[config.mk]
export PLATFORM = sky130hd
export DESIGN_NAME = video_daisy_ctrl
export DESIGN_NICKNAME = d
export VERILOG_FILES = /design/src/rtl/video_daisy_ctrl.sv
export SDC_FILE = /design/constraint.sdc
export NUM_CORES = 1
export LEC_CHECK = 0
export BUFFER_PORTS_ARGS = -buffer_cell sky130_fd_sc_hd__buf_2
export CORE_MARGIN = 3
export CORE_UTILIZATION = 54
export DETAILED_ROUTE_END_ITERATION = 12
export GPL_ROUTABILITY_DRIVEN = 0
export PLACE_DENSITY = 0.85
export SYNTH_ARGS = -nofsm -noshare
export SYNTH_HDL_FRONTEND = slang
export SYNTH_SLANG_ARGS = --single-unit
export TNS_END_PERCENT = 30
[constraint.sdc]
create_clock -name sys_clk -period 3 [get_ports sys_clk]
set_input_delay 0.45 -clock sys_clk [delete_from_list [all_inputs] [get_ports sys_clk]]
set_output_delay 0.45 -clock sys_clk [all_outputs]
set_load 0.03 [all_outputs]
[src/rtl/video_daisy_ctrl.sv]
// Frame-synchronous shadow/staging/active register controller for the video daisy chain.
// Host writes land in shadow registers; a per-frame FSM commits, auto-moves sprites and applies atomically.
module video_daisy_ctrl #(
    parameter int H_DISPLAY    = 640,
    parameter int V_DISPLAY    = 480,
    parameter int SPRITE_HSIZE = 32,
    parameter int SPRITE_VSIZE = 32,
    parameter int HW           = 11,
    parameter int VW           = 10
) (
    input  logic          sys_clk,
    input  logic          sys_rst_n,
    input  logic          frame_start,
    input  logic          stall,
    input  logic          host_wr,
    input  logic          host_rd,
    input  logic [2:0]    host_addr,
    input  logic [31:0]   host_wdata,
    output logic [31:0]   host_rdata,
    output logic          host_rdata_vld,
    output logic          bar_core_bypass,
    output logic          pikachu_core_bypass,
    output logic          pacman_core_bypass,
    output logic          rgb2gray_core_bypass,
    output logic [HW-1:0] pikachu_x0,
    output logic [HW-1:0] pacman_x0,
    output logic [VW-1:0] pikachu_y0,
    output logic [VW-1:0] pacman_y0,
    output logic [31:0]   sprite_rate,
    output logic [15:0]   frame_cnt
);

    localparam logic signed [HW:0] XMAX = (HW+1)'(H_DISPLAY - SPRITE_HSIZE);
    localparam logic signed [VW:0] YMAX = (VW+1)'(V_DISPLAY - SPRITE_VSIZE);
    localparam logic [31:0]        RATE_RST = 32'd10_000_000;

    typedef enum logic [2:0] {S_IDLE, S_COMMIT, S_MOVE_PIKA, S_MOVE_PAC, S_APPLY} state_t;

    state_t        r_state, w_nxt;
    logic          w_fs_q;
    logic          r_pend;
    logic [15:0]   r_cnt;
    logic [31:0]   r_rdata, w_rdata;
    logic          r_rdata_vld;

    // ctrl: [3:0] bypass {rgb2gray,pacman,pikachu,bar}, [4] pika auto, [5] pac auto
    logic [5:0]    r_sh_ctrl, r_st_ctrl;
    logic [HW-1:0] r_sh_pika_x, r_st_pika_x, r_act_pika_x;
    logic [VW-1:0] r_sh_pika_y, r_st_pika_y, r_act_pika_y;
    logic [HW-1:0] r_sh_pac_x, r_st_pac_x, r_act_pac_x;
    logic [VW-1:0] r_sh_pac_y, r_st_pac_y, r_act_pac_y;
    logic [7:0]    r_sh_pika_dx, r_sh_pika_dy, r_sh_pac_dx, r_sh_pac_dy;
    logic [7:0]    r_st_pika_dx, r_st_pika_dy, r_st_pac_dx, r_st_pac_dy;
    logic [31:0]   r_sh_rate, r_st_rate, r_act_rate;
    logic [3:0]    r_act_byp;
    logic          w_unused;

    assign w_fs_q   = frame_start & ~stall;
    assign w_unused = &{1'b0, host_wdata};

    function automatic logic [7:0] neg8(input logic [7:0] d);
        return (d == 8'h80) ? 8'h7f : (~d + 8'd1);
    endfunction

    function automatic logic [HW+7:0] step_x(input logic [HW-1:0] p, input logic [7:0] d);
        logic signed [HW:0] n;
        n = $signed({1'b0, p}) + $signed({{(HW-7){d[7]}}, d});
        if (n < 0)         return {{HW{1'b0}}, neg8(d)};
        else if (n > XMAX) return {XMAX[HW-1:0], neg8(d)};
        else               return {n[HW-1:0], d};
    endfunction

    function automatic logic [VW+7:0] step_y(input logic [VW-1:0] p, input logic [7:0] d);
        logic signed [VW:0] n;
        n = $signed({1'b0, p}) + $signed({{(VW-7){d[7]}}, d});
        if (n < 0)         return {{VW{1'b0}}, neg8(d)};
        else if (n > YMAX) return {YMAX[VW-1:0], neg8(d)};
        else               return {n[VW-1:0], d};
    endfunction

    always_ff @(posedge sys_clk or negedge sys_rst_n) begin
        if (!sys_rst_n) r_state <= S_IDLE;
        else            r_state <= w_nxt;
    end

    always_comb begin
        w_nxt = r_state;
        case (r_state)
            S_IDLE:      if (w_fs_q) w_nxt = r_pend ? S_COMMIT : S_MOVE_PIKA;
            S_COMMIT:    w_nxt = S_MOVE_PIKA;
            S_MOVE_PIKA: w_nxt = S_MOVE_PAC;
            S_MOVE_PAC:  w_nxt = S_APPLY;
            S_APPLY:     w_nxt = S_IDLE;
            default:     w_nxt = S_IDLE;
        endcase
    end

    always_ff @(posedge sys_clk or negedge sys_rst_n) begin
        if (!sys_rst_n) begin
            r_sh_ctrl    <= '0;
            r_sh_pika_x  <= HW'(32);
            r_sh_pika_y  <= VW'(32);
            r_sh_pac_x   <= HW'(64);
            r_sh_pac_y   <= VW'(64);
            r_sh_pika_dx <= '0;
            r_sh_pika_dy <= '0;
            r_sh_pac_dx  <= '0;
            r_sh_pac_dy  <= '0;
            r_sh_rate    <= RATE_RST;
        end else if (host_wr) begin
            case (host_addr)
                3'd0: r_sh_ctrl <= host_wdata[5:0];
                3'd1: begin r_sh_pika_x <= host_wdata[HW-1:0]; r_sh_pika_y <= host_wdata[16+:VW]; end
                3'd2: begin r_sh_pac_x  <= host_wdata[HW-1:0]; r_sh_pac_y  <= host_wdata[16+:VW]; end
                3'd3: begin r_sh_pika_dx <= host_wdata[7:0]; r_sh_pika_dy <= host_wdata[15:8]; end
                3'd4: begin r_sh_pac_dx  <= host_wdata[7:0]; r_sh_pac_dy  <= host_wdata[15:8]; end
                3'd5: r_sh_rate <= host_wdata;
                default: ;
            endcase
        end
    end

    // A new commit request landing while COMMIT clears the old one must survive.
    always_ff @(posedge sys_clk or negedge sys_rst_n) begin
        if (!sys_rst_n)                                       r_pend <= 1'b0;
        else if (host_wr && host_addr == 3'd7 && host_wdata[0]) r_pend <= 1'b1;
        else if (r_state == S_COMMIT)                         r_pend <= 1'b0;
    end

    always_ff @(posedge sys_clk or negedge sys_rst_n) begin
        if (!sys_rst_n)  r_cnt <= '0;
        else if (w_fs_q) r_cnt <= r_cnt + 16'd1;
    end

    always_comb begin
        w_rdata = '0;
        case (host_addr)
            3'd0: w_rdata[5:0] = r_sh_ctrl;
            3'd1: begin w_rdata[HW-1:0] = r_sh_pika_x; w_rdata[16+:VW] = r_sh_pika_y; end
            3'd2: begin w_rdata[HW-1:0] = r_sh_pac_x;  w_rdata[16+:VW] = r_sh_pac_y;  end
            3'd3: w_rdata[15:0] = {r_sh_pika_dy, r_sh_pika_dx};
            3'd4: w_rdata[15:0] = {r_sh_pac_dy, r_sh_pac_dx};
            3'd5: w_rdata = r_sh_rate;
            3'd6: w_rdata[16:0] = {r_pend, r_cnt};
            default: ;
        endcase
    end

    always_ff @(posedge sys_clk or negedge sys_rst_n) begin
        if (!sys_rst_n) begin
            r_rdata     <= '0;
            r_rdata_vld <= 1'b0;
        end else begin
            r_rdata_vld <= host_rd;
            if (host_rd) r_rdata <= w_rdata;
        end
    end

    // Staging velocity is the velocity in effect; bounces never reach the shadow copy.
    always_ff @(posedge sys_clk or negedge sys_rst_n) begin
        if (!sys_rst_n) begin
            r_st_ctrl    <= '0;
            r_st_pika_x  <= HW'(32);
            r_st_pika_y  <= VW'(32);
            r_st_pac_x   <= HW'(64);
            r_st_pac_y   <= VW'(64);
            r_st_pika_dx <= '0;
            r_st_pika_dy <= '0;
            r_st_pac_dx  <= '0;
            r_st_pac_dy  <= '0;
            r_st_rate    <= RATE_RST;
            r_act_byp    <= '0;
            r_act_pika_x <= HW'(32);
            r_act_pika_y <= VW'(32);
            r_act_pac_x  <= HW'(64);
            r_act_pac_y  <= VW'(64);
            r_act_rate   <= RATE_RST;
        end else begin
            case (r_state)
                S_COMMIT: begin
                    r_st_ctrl    <= r_sh_ctrl;
                    r_st_pika_x  <= r_sh_pika_x;
                    r_st_pika_y  <= r_sh_pika_y;
                    r_st_pac_x   <= r_sh_pac_x;
                    r_st_pac_y   <= r_sh_pac_y;
                    r_st_pika_dx <= r_sh_pika_dx;
                    r_st_pika_dy <= r_sh_pika_dy;
                    r_st_pac_dx  <= r_sh_pac_dx;
                    r_st_pac_dy  <= r_sh_pac_dy;
                    r_st_rate    <= r_sh_rate;
                end
                S_MOVE_PIKA: if (r_st_ctrl[4]) begin
                    {r_st_pika_x, r_st_pika_dx} <= step_x(r_st_pika_x, r_st_pika_dx);
                    {r_st_pika_y, r_st_pika_dy} <= step_y(r_st_pika_y, r_st_pika_dy);
                end
                S_MOVE_PAC: if (r_st_ctrl[5]) begin
                    {r_st_pac_x, r_st_pac_dx} <= step_x(r_st_pac_x, r_st_pac_dx);
                    {r_st_pac_y, r_st_pac_dy} <= step_y(r_st_pac_y, r_st_pac_dy);
                end
                S_APPLY: begin
                    r_act_byp    <= r_st_ctrl[3:0];
                    r_act_pika_x <= r_st_pika_x;
                    r_act_pika_y <= r_st_pika_y;
                    r_act_pac_x  <= r_st_pac_x;
                    r_act_pac_y  <= r_st_pac_y;
                    r_act_rate   <= r_st_rate;
                end
                default: ;
            endcase
        end
    end

    assign host_rdata           = r_rdata;
    assign host_rdata_vld       = r_rdata_vld;
    assign bar_core_bypass      = r_act_byp[0];
    assign pikachu_core_bypass  = r_act_byp[1];
    assign pacman_core_bypass   = r_act_byp[2];
    assign rgb2gray_core_bypass = r_act_byp[3];
    assign pikachu_x0           = r_act_pika_x;
    assign pikachu_y0           = r_act_pika_y;
    assign pacman_x0            = r_act_pac_x;
    assign pacman_y0            = r_act_pac_y;
    assign sprite_rate          = r_act_rate;
    assign frame_cnt            = r_cnt;

endmodule

======== After elaboration in Yosys (flattened, before gate mapping) ========
Index checks and enable logic that the tools add are counted.
word-level totals
  register bits after elaboration ......... 355
  latch bits .............................. 0
  RAM bits ................................ 0
  ROM bits ................................ 0
  output and inout bits ................... 127
  memories kept ........................... 0
operators by class
  add/subtract/negate cells ............... 9
  multiply operators ...................... 0
  divide/modulo/power cells ............... 0
  $lt $le $gt $ge ......................... 8
  eq/ne operators ......................... 22
  shift-type cells ........................ 0
  mux-type cells .......................... 39
  bitwise logic cells ..................... 6
  reduce and logical (&&, ||, !) cells .... 19
operators by type and width
  cell                                                                            count
  19-bit 2-to-1 mux                                                               4
  18-bit 2-to-1 mux                                                               4
  8-bit 2-to-1 mux                                                                8
  8-bit case mux with 2 select lines                                              4
  11-bit case mux with 2 select lines                                             2
  6-bit case mux with 7 select lines                                              1
  10-bit case mux with 2 select lines                                             2
  8-bit by 1-bit adder with 8-bit output (second input constant)                  4
  8-bit equality test (second input constant)                                     4
  8-bit NOT                                                                       4
  5-bit case mux with 6 select lines                                              1
  9-bit case mux with 3 select lines                                              1
  12-bit by 8-bit adder with 12-bit output                                        2
  12-bit by 11-bit > comparator with 1-bit output (second input constant)         2
  12-bit by 1-bit less-than comparator with 1-bit output (second input constant)  2
  11-bit by 8-bit adder with 11-bit output                                        2
  11-bit by 10-bit > comparator with 1-bit output (second input constant)         2
  11-bit by 1-bit less-than comparator with 1-bit output (second input constant)  2
  11-bit 2-to-1 mux                                                               2
  10-bit 2-to-1 mux                                                               2
  5-bit case mux with 4 select lines                                              1
  16-bit by 1-bit adder with 16-bit output (second input constant)                1
  2-bit AND reduction                                                             8
  3-bit equality test (second input constant)                                     5
  other kinds (16)                                                                33

======== Logic depth before layout (Yosys ltp) ========
  depth after elaboration ................. 7
  depth in mapped cells ................... 12

======== Least setup slack after synthesis ========
Ideal clock, no wire load.
  path kind ............................... register -> register
  start ................................... register r_st_pac_dx[0]
  end ..................................... register r_st_pac_dx[1]
  arrival ................................. 3.072 ns
  slack ................................... -0.198 ns
  stages on the path, launching flop included .. 13
  buffers on the path ..................... 1
  clock period less this slack ............ 3.198 ns
  path through ............................ dfrtp_1 ha_1 inv_1 fa_1 nand2b_1 a21oi_2 nor4_1 a2111oi_2 o311ai_1 a2111o_1 and2_1 buf_6 mux2_4
between the ends
  cells in the longest elaborated chain, start to end .. 7
RTL lines
  element                                                                           line  text
  start, declared                                                                   53    logic [7:0] r_st_pika_dx, r_st_pika_dy, r_st_pac_dx, r_st_pac_dy;
  start signal, assigned                                                            188   r_st_pac_dx <= r_sh_pac_dx;
  start signal, assigned                                                            197   {r_st_pac_x, r_st_pac_dx} <= step_x(r_st_pac_x, r_st_pac_dx);
  branches (longest 7 deep; another with 12-bit by 8-bit adder with 12-bit output)  --
Several ways; the timed one is not identified. The select of a mux whose other input is x is not followed.
A chain may end at the register's enable or synchronous reset.

======== Worst setup path after layout ========
  start ................................... register r_st_pika_x[0]
  end ..................................... register r_st_pika_x[7]
between the ends
  cells in the longest elaborated chain, start to end .. 6
RTL lines
  element                                          line  text
  start, declared                                  48    logic [HW-1:0] r_sh_pika_x, r_st_pika_x, r_act_pika_x;
  start signal, assigned                           182   r_st_pika_x <= r_sh_pika_x;
  start signal, assigned                           193   {r_st_pika_x, r_st_pika_dx} <= step_x(r_st_pika_x, r_st_pika_dx);
  12-bit by 8-bit adder with 12-bit output (*)     67    n = $signed({1'b0, p}) + $signed({{(HW-7){d[7]}}, d});
  12-bit by 11-bit > comparator with 1-bit output  69    else if (n > XMAX) return {XMAX[HW-1:0], neg8(d)};
  19-bit 2-to-1 mux                                69
  19-bit 2-to-1 mux (*)                            68    if (n < 0) return {{HW{1'b0}}, neg8(d)};
  11-bit 2-to-1 mux (*)                            192   S_MOVE_PIKA: if (r_st_ctrl[4]) begin
  11-bit case mux with 2 select lines (*)          179   case (r_state)
Mark *: on every way between the ends. The rest lies on a longest branch, timed or not. The select of a mux whose other input is x is not followed.

==> run metrics <==
Yosys warnings 0; run status finished, violations left; worst-case setup margin in the final layout -0.0912 ns; count of standard-cell rows 66; half-perimeter wire length after placement ~35000 µm; global-route usage over all layers around 28%; total count of hold-check failures in the final report 0; minimum clock period after layout 3.09 ns; insertion delay of the later-clocked pin in the worst-skew pair 0.53 ns; power density over the cells about 1300 mW/mm²; register share of total power between 20% and 30%; fraction of layout cells with a size suffix above 1 34.3%; Reg2Reg Launch Point r_st_pika_x[0]; filler instances 2284; number of antenna violations at the first check in global routing 5; critical-path cell list ha_1 > inv_1 > fa_1 > nand2b_4 > a2111oi_1 > a311o_1 > o311a_1 > o31a_1 > nor2_4 > buf_4 > a221oi_1 > nor2_1; transition time of the tightest slew-check pin 0.831 ns; maximum operating frequency 0.323 GHz; data required time of the worst path approximately 3.4 ns; Slowest-stage cell, CP a2111oi_1; synthesis-to-finish area growth 20.2%; part of the cycle the worst path needs 103%; starting utilization of the core area between 50% and 60%; internal reg-to-reg setup slack -0.09 ns; fraction of synthesized cell area taken by the top area cell type approximately 45%; via density per instance 6.31; timing startpoint of the critical path r_st_pika_x[0]; Die H between 150 and 200 µm; dominant cells by area after synthesis dfrtp_1, mux2_2, dfstp_2; EDFF count, synth 0; Switching Share between 40 and 50%; total detailed-routing wirelength 52700 µm; distinct cell type count after synthesis 85; # clock sinks approximately 360; post-synthesis register bit count approximately 360; maximum number of pins on one net before global-route repair 86; number of top-level pins ~170; maximum vdd drop roughly 0.87 mV; DRC Markers 0; Crit path depth 12; hold slack around 0.17 ns; cell at the root of the clock tree clkbuf_16; number of buffers added by the clock tree synthesis step 37; arrival time reported for the critical path endpoint roughly 3.5 ns; critical path's top delay family compound AO/OA/AOI/OAI gates; internal portion of total power 16000 µW; net count of the mapped netlist approximately 1800; share of power burned in combinational logic a little over half; path type of the worst min-delay path input pin to register; number of buffer and inverter stages on the critical path 2; DRT antenna net count 0; MaxCap Viol Count 0; Leakage Power around 0.0098 µW; switching power summed over all nets approximately 12000 µW; die footprint about 0.035 mm²; worst rel slew slack between 40 and 50%; Register Area 0.00893 mm²; Die X-Extent 188 µm; Setup violations, final 9; final number of max-transition violations 0; Crit Path Class register to register; leftover overflow at the end of global routing 0; nature of the critical path startpoint register; gate count of the mapped netlist 1668; global-route wire length before repair ~80000 µm; crit end category register; clock tree from TritonCTS built; number of H-tree levels 2; number of vias after detailed routing between 10000 and 15000; NumNets Final between 1500 and 2000; Worst Path Max Fanout 4; end point of the critical path r_st_pika_x[7]; via count of the first global-routing pass between 15000 and 20000; part of the power in the clock network 17.8%; buffer levels on the longest clock path 3; RSZ-0062 raised after global routing true; average detailed-routed wire length per instance ~22 µm; syn_area_per_cell 10.7 µm²; predominant post-synthesis flop cell dfrtp_1; DR iter-0 viols about 1700; Std-Cell Core Area approximately 0.033 mm²; fraction of synthesis flops using an asynchronous set or reset pin 100%; final setup TNS -0.158 ns; largest area contributor in the synthesized netlist dfrtp_1; portion of the post-synthesis area used by sequential elements roughly half; failing checks negative setup slack; port buffer count approximately 170; R2R Path End r_st_pika_x[7]; multi-input gate area in the final layout 0.00883 mm²; setup clock skew after layout 0.0130 ns; DRT Pass-1 Iters 6; Clk pin slew, worst setup/hold paths 0.06 ns; count of cells along the worst register-to-register path 12; highest cell delay on the worst timing path around 0.44 ns; cell area after synthesis about 0.018 mm²
==> timing repair <==
action                     4_1_cts  5_1_grt
resized for setup               13       51
hold buffers                     1        0
hold endpoints to repair        47        0
setup endpoints to repair       26       55
buffers inserted                 2       10
cloned                           0        2
pin swaps                        4       16
==> placed cells by master (no fill, tap or decap), types with 10 or more instances in the layout <==
cell | Yosys | routed
clkbuf_8 | 0 | 10
nand2_1 | 181 | 180
clkbuf_16 | 0 | 39
nor2b_1 | 13 | 13
nor2_1 | 150 | 148
or3_1 | 10 | 10
o21a_1 | 11 | 11
o22ai_1 | 10 | 10
a221oi_2 | 0 | 10
ha_1 | 47 | 38
o21ai_1 | 9 | 12
a221oi_1 | 29 | 19
a31oi_1 | 14 | 14
o211ai_1 | 11 | 11
nand4_1 | 11 | 11
mux2i_1 | 27 | 27
dfrtp_1 | 319 | 316
a21o_1 | 10 | 10
buf_2 | 5 | 168
dfstp_2 | 36 | 36
xor2_1 | 15 | 14
buf_4 | 1 | 98
mux2_2 | 207 | 207
inv_1 | 45 | 44
nand2b_1 | 13 | 10
a21oi_1 | 93 | 91
o21ai_0 | 46 | 41
a211o_1 | 15 | 15
nor3_1 | 47 | 46
xnor2_1 | 29 | 28
nand3_1 | 15 | 15
==> cells in the mapped netlist, types with 8 or more instances <==
master / number
dfrtp_1: 319
mux2_2: 207
nand2_1: 181
nor2_1: 150
a21oi_1: 93
clkbuf_1: 57
ha_1: 47
nor3_1: 47
o21ai_0: 46
inv_1: 45
dfstp_2: 36
a221oi_1: 29
xnor2_1: 29
mux2i_1: 27
buf_1: 21
a211o_1: 15
nand3_1: 15
xor2_1: 15
a31oi_1: 14
nand2b_1: 13
nor2b_1: 13
a211oi_1: 11
nand4_1: 11
o211ai_1: 11
o21a_1: 11
a21o_1: 10
o22ai_1: 10
or3_1: 10
and3_1: 9
nor3b_1: 9
o21ai_1: 9
a22o_1: 8
and2_1: 8
==> layout make-up <==
cell class              count  share of cell area [%]
inverters                  46                   0.801
well taps                 442                    2.57
clock inverters            14                   0.935
diodes                      4                  0.0465
multi-input cells        1181                    41.0
repair buffers            275                    7.96
flip-flops and latches    355                    41.5
clock buffers              54                    5.26
==> cell families after synthesis <==
family / count (synthesis) / synth area share [%]
AO/OA/AOI/OAI: 348 / 13.6
adder cells (fa/ha/maj): 51 / 3.73
XOR/XNOR: 44 / 2.15
flip-flops: 355 / 49.8
buffers and inverters: 132 / 2.91
AND/OR/NAND/NOR: 497 / 12.6
multiplexers: 241 / 15.2
==> registers in the layout (all words and copies together), names as in the netlist, 16 cells and up <==
name / flops
host_rdata: 32
r_sh_rate: 32
r_st_rate: 32
sprite_rate: 32
frame_cnt: 16
==> worst min-delay path by stage <==
stage	startpoint	endpoint	slack (ns)	cells after the start
after global placement	sys_rst_n	pikachu_x0[7]	0.42	1
after detailed placement	sys_rst_n	pikachu_x0[7]	0.41	1
after CTS	host_wdata[29]	r_sh_rate[29]	0.15	2
after global routing	host_wdata[28]	r_sh_rate[28]	0.16	2
after floorplan	sys_rst_n	frame_cnt[0]	0.15	0
final	host_wdata[29]	r_sh_rate[29]	0.17	2
==> worst register-to-register path, cell delays in order, from the launching register on <==
cell and delay [ns]:
dfrtp_1 0.37, ha_1 0.18, inv_1 0.06, fa_1 0.41, nand2b_4 0.18, a2111oi_1 0.44, a311o_1 0.21, o311a_1 0.22
o31a_1 0.21, nor2_4 0.07, buf_4 0.15, a221oi_1 0.38, nor2_1 0.09
==> per-layer routing <==
layer	wire length (µm)	up-vias	GRT usage (%)
met2	25200	794	46.3
li1	-	6517	-
met1	20600	7455	37.3
met5	20	-	0
met4	2650	2	13.4
met3	4240	200	5.09
==> stage by stage <==
step	std cells	setup WS (ns)	utilization (%)	power (µW)	area, µm²
6_report	2371	-0.0912	66.0	28000	21500
5_1_grt	2371	-0.157	66.0	29600	21500
4_1_cts	2355	-0.0144	65.0	26800	21200
3_5_place_dp	2285	-0.229	60.6	21500	19800
3_3_place_gp	2285	-0.121	60.6	20800	19800
2_1_floorplan	1668	-0.0773	-	17100	18000
==> power by group through the flow <==
| stage | Sequential, µW | Clock (µW) | Combinational (µW) |
|---|---|---|---|
| finish | 8200 | 4990 | 14900 |
| global route | 8360 | 5230 | 16000 |
| CTS | 8100 | 5030 | 13700 |
| detailed placement | 8130 | 0 | 13300 |
| global placement | 8050 | 0 | 12800 |
| floorplan | 8730 | 0 | 8370 |
Power figures use the tool's default switching activity.
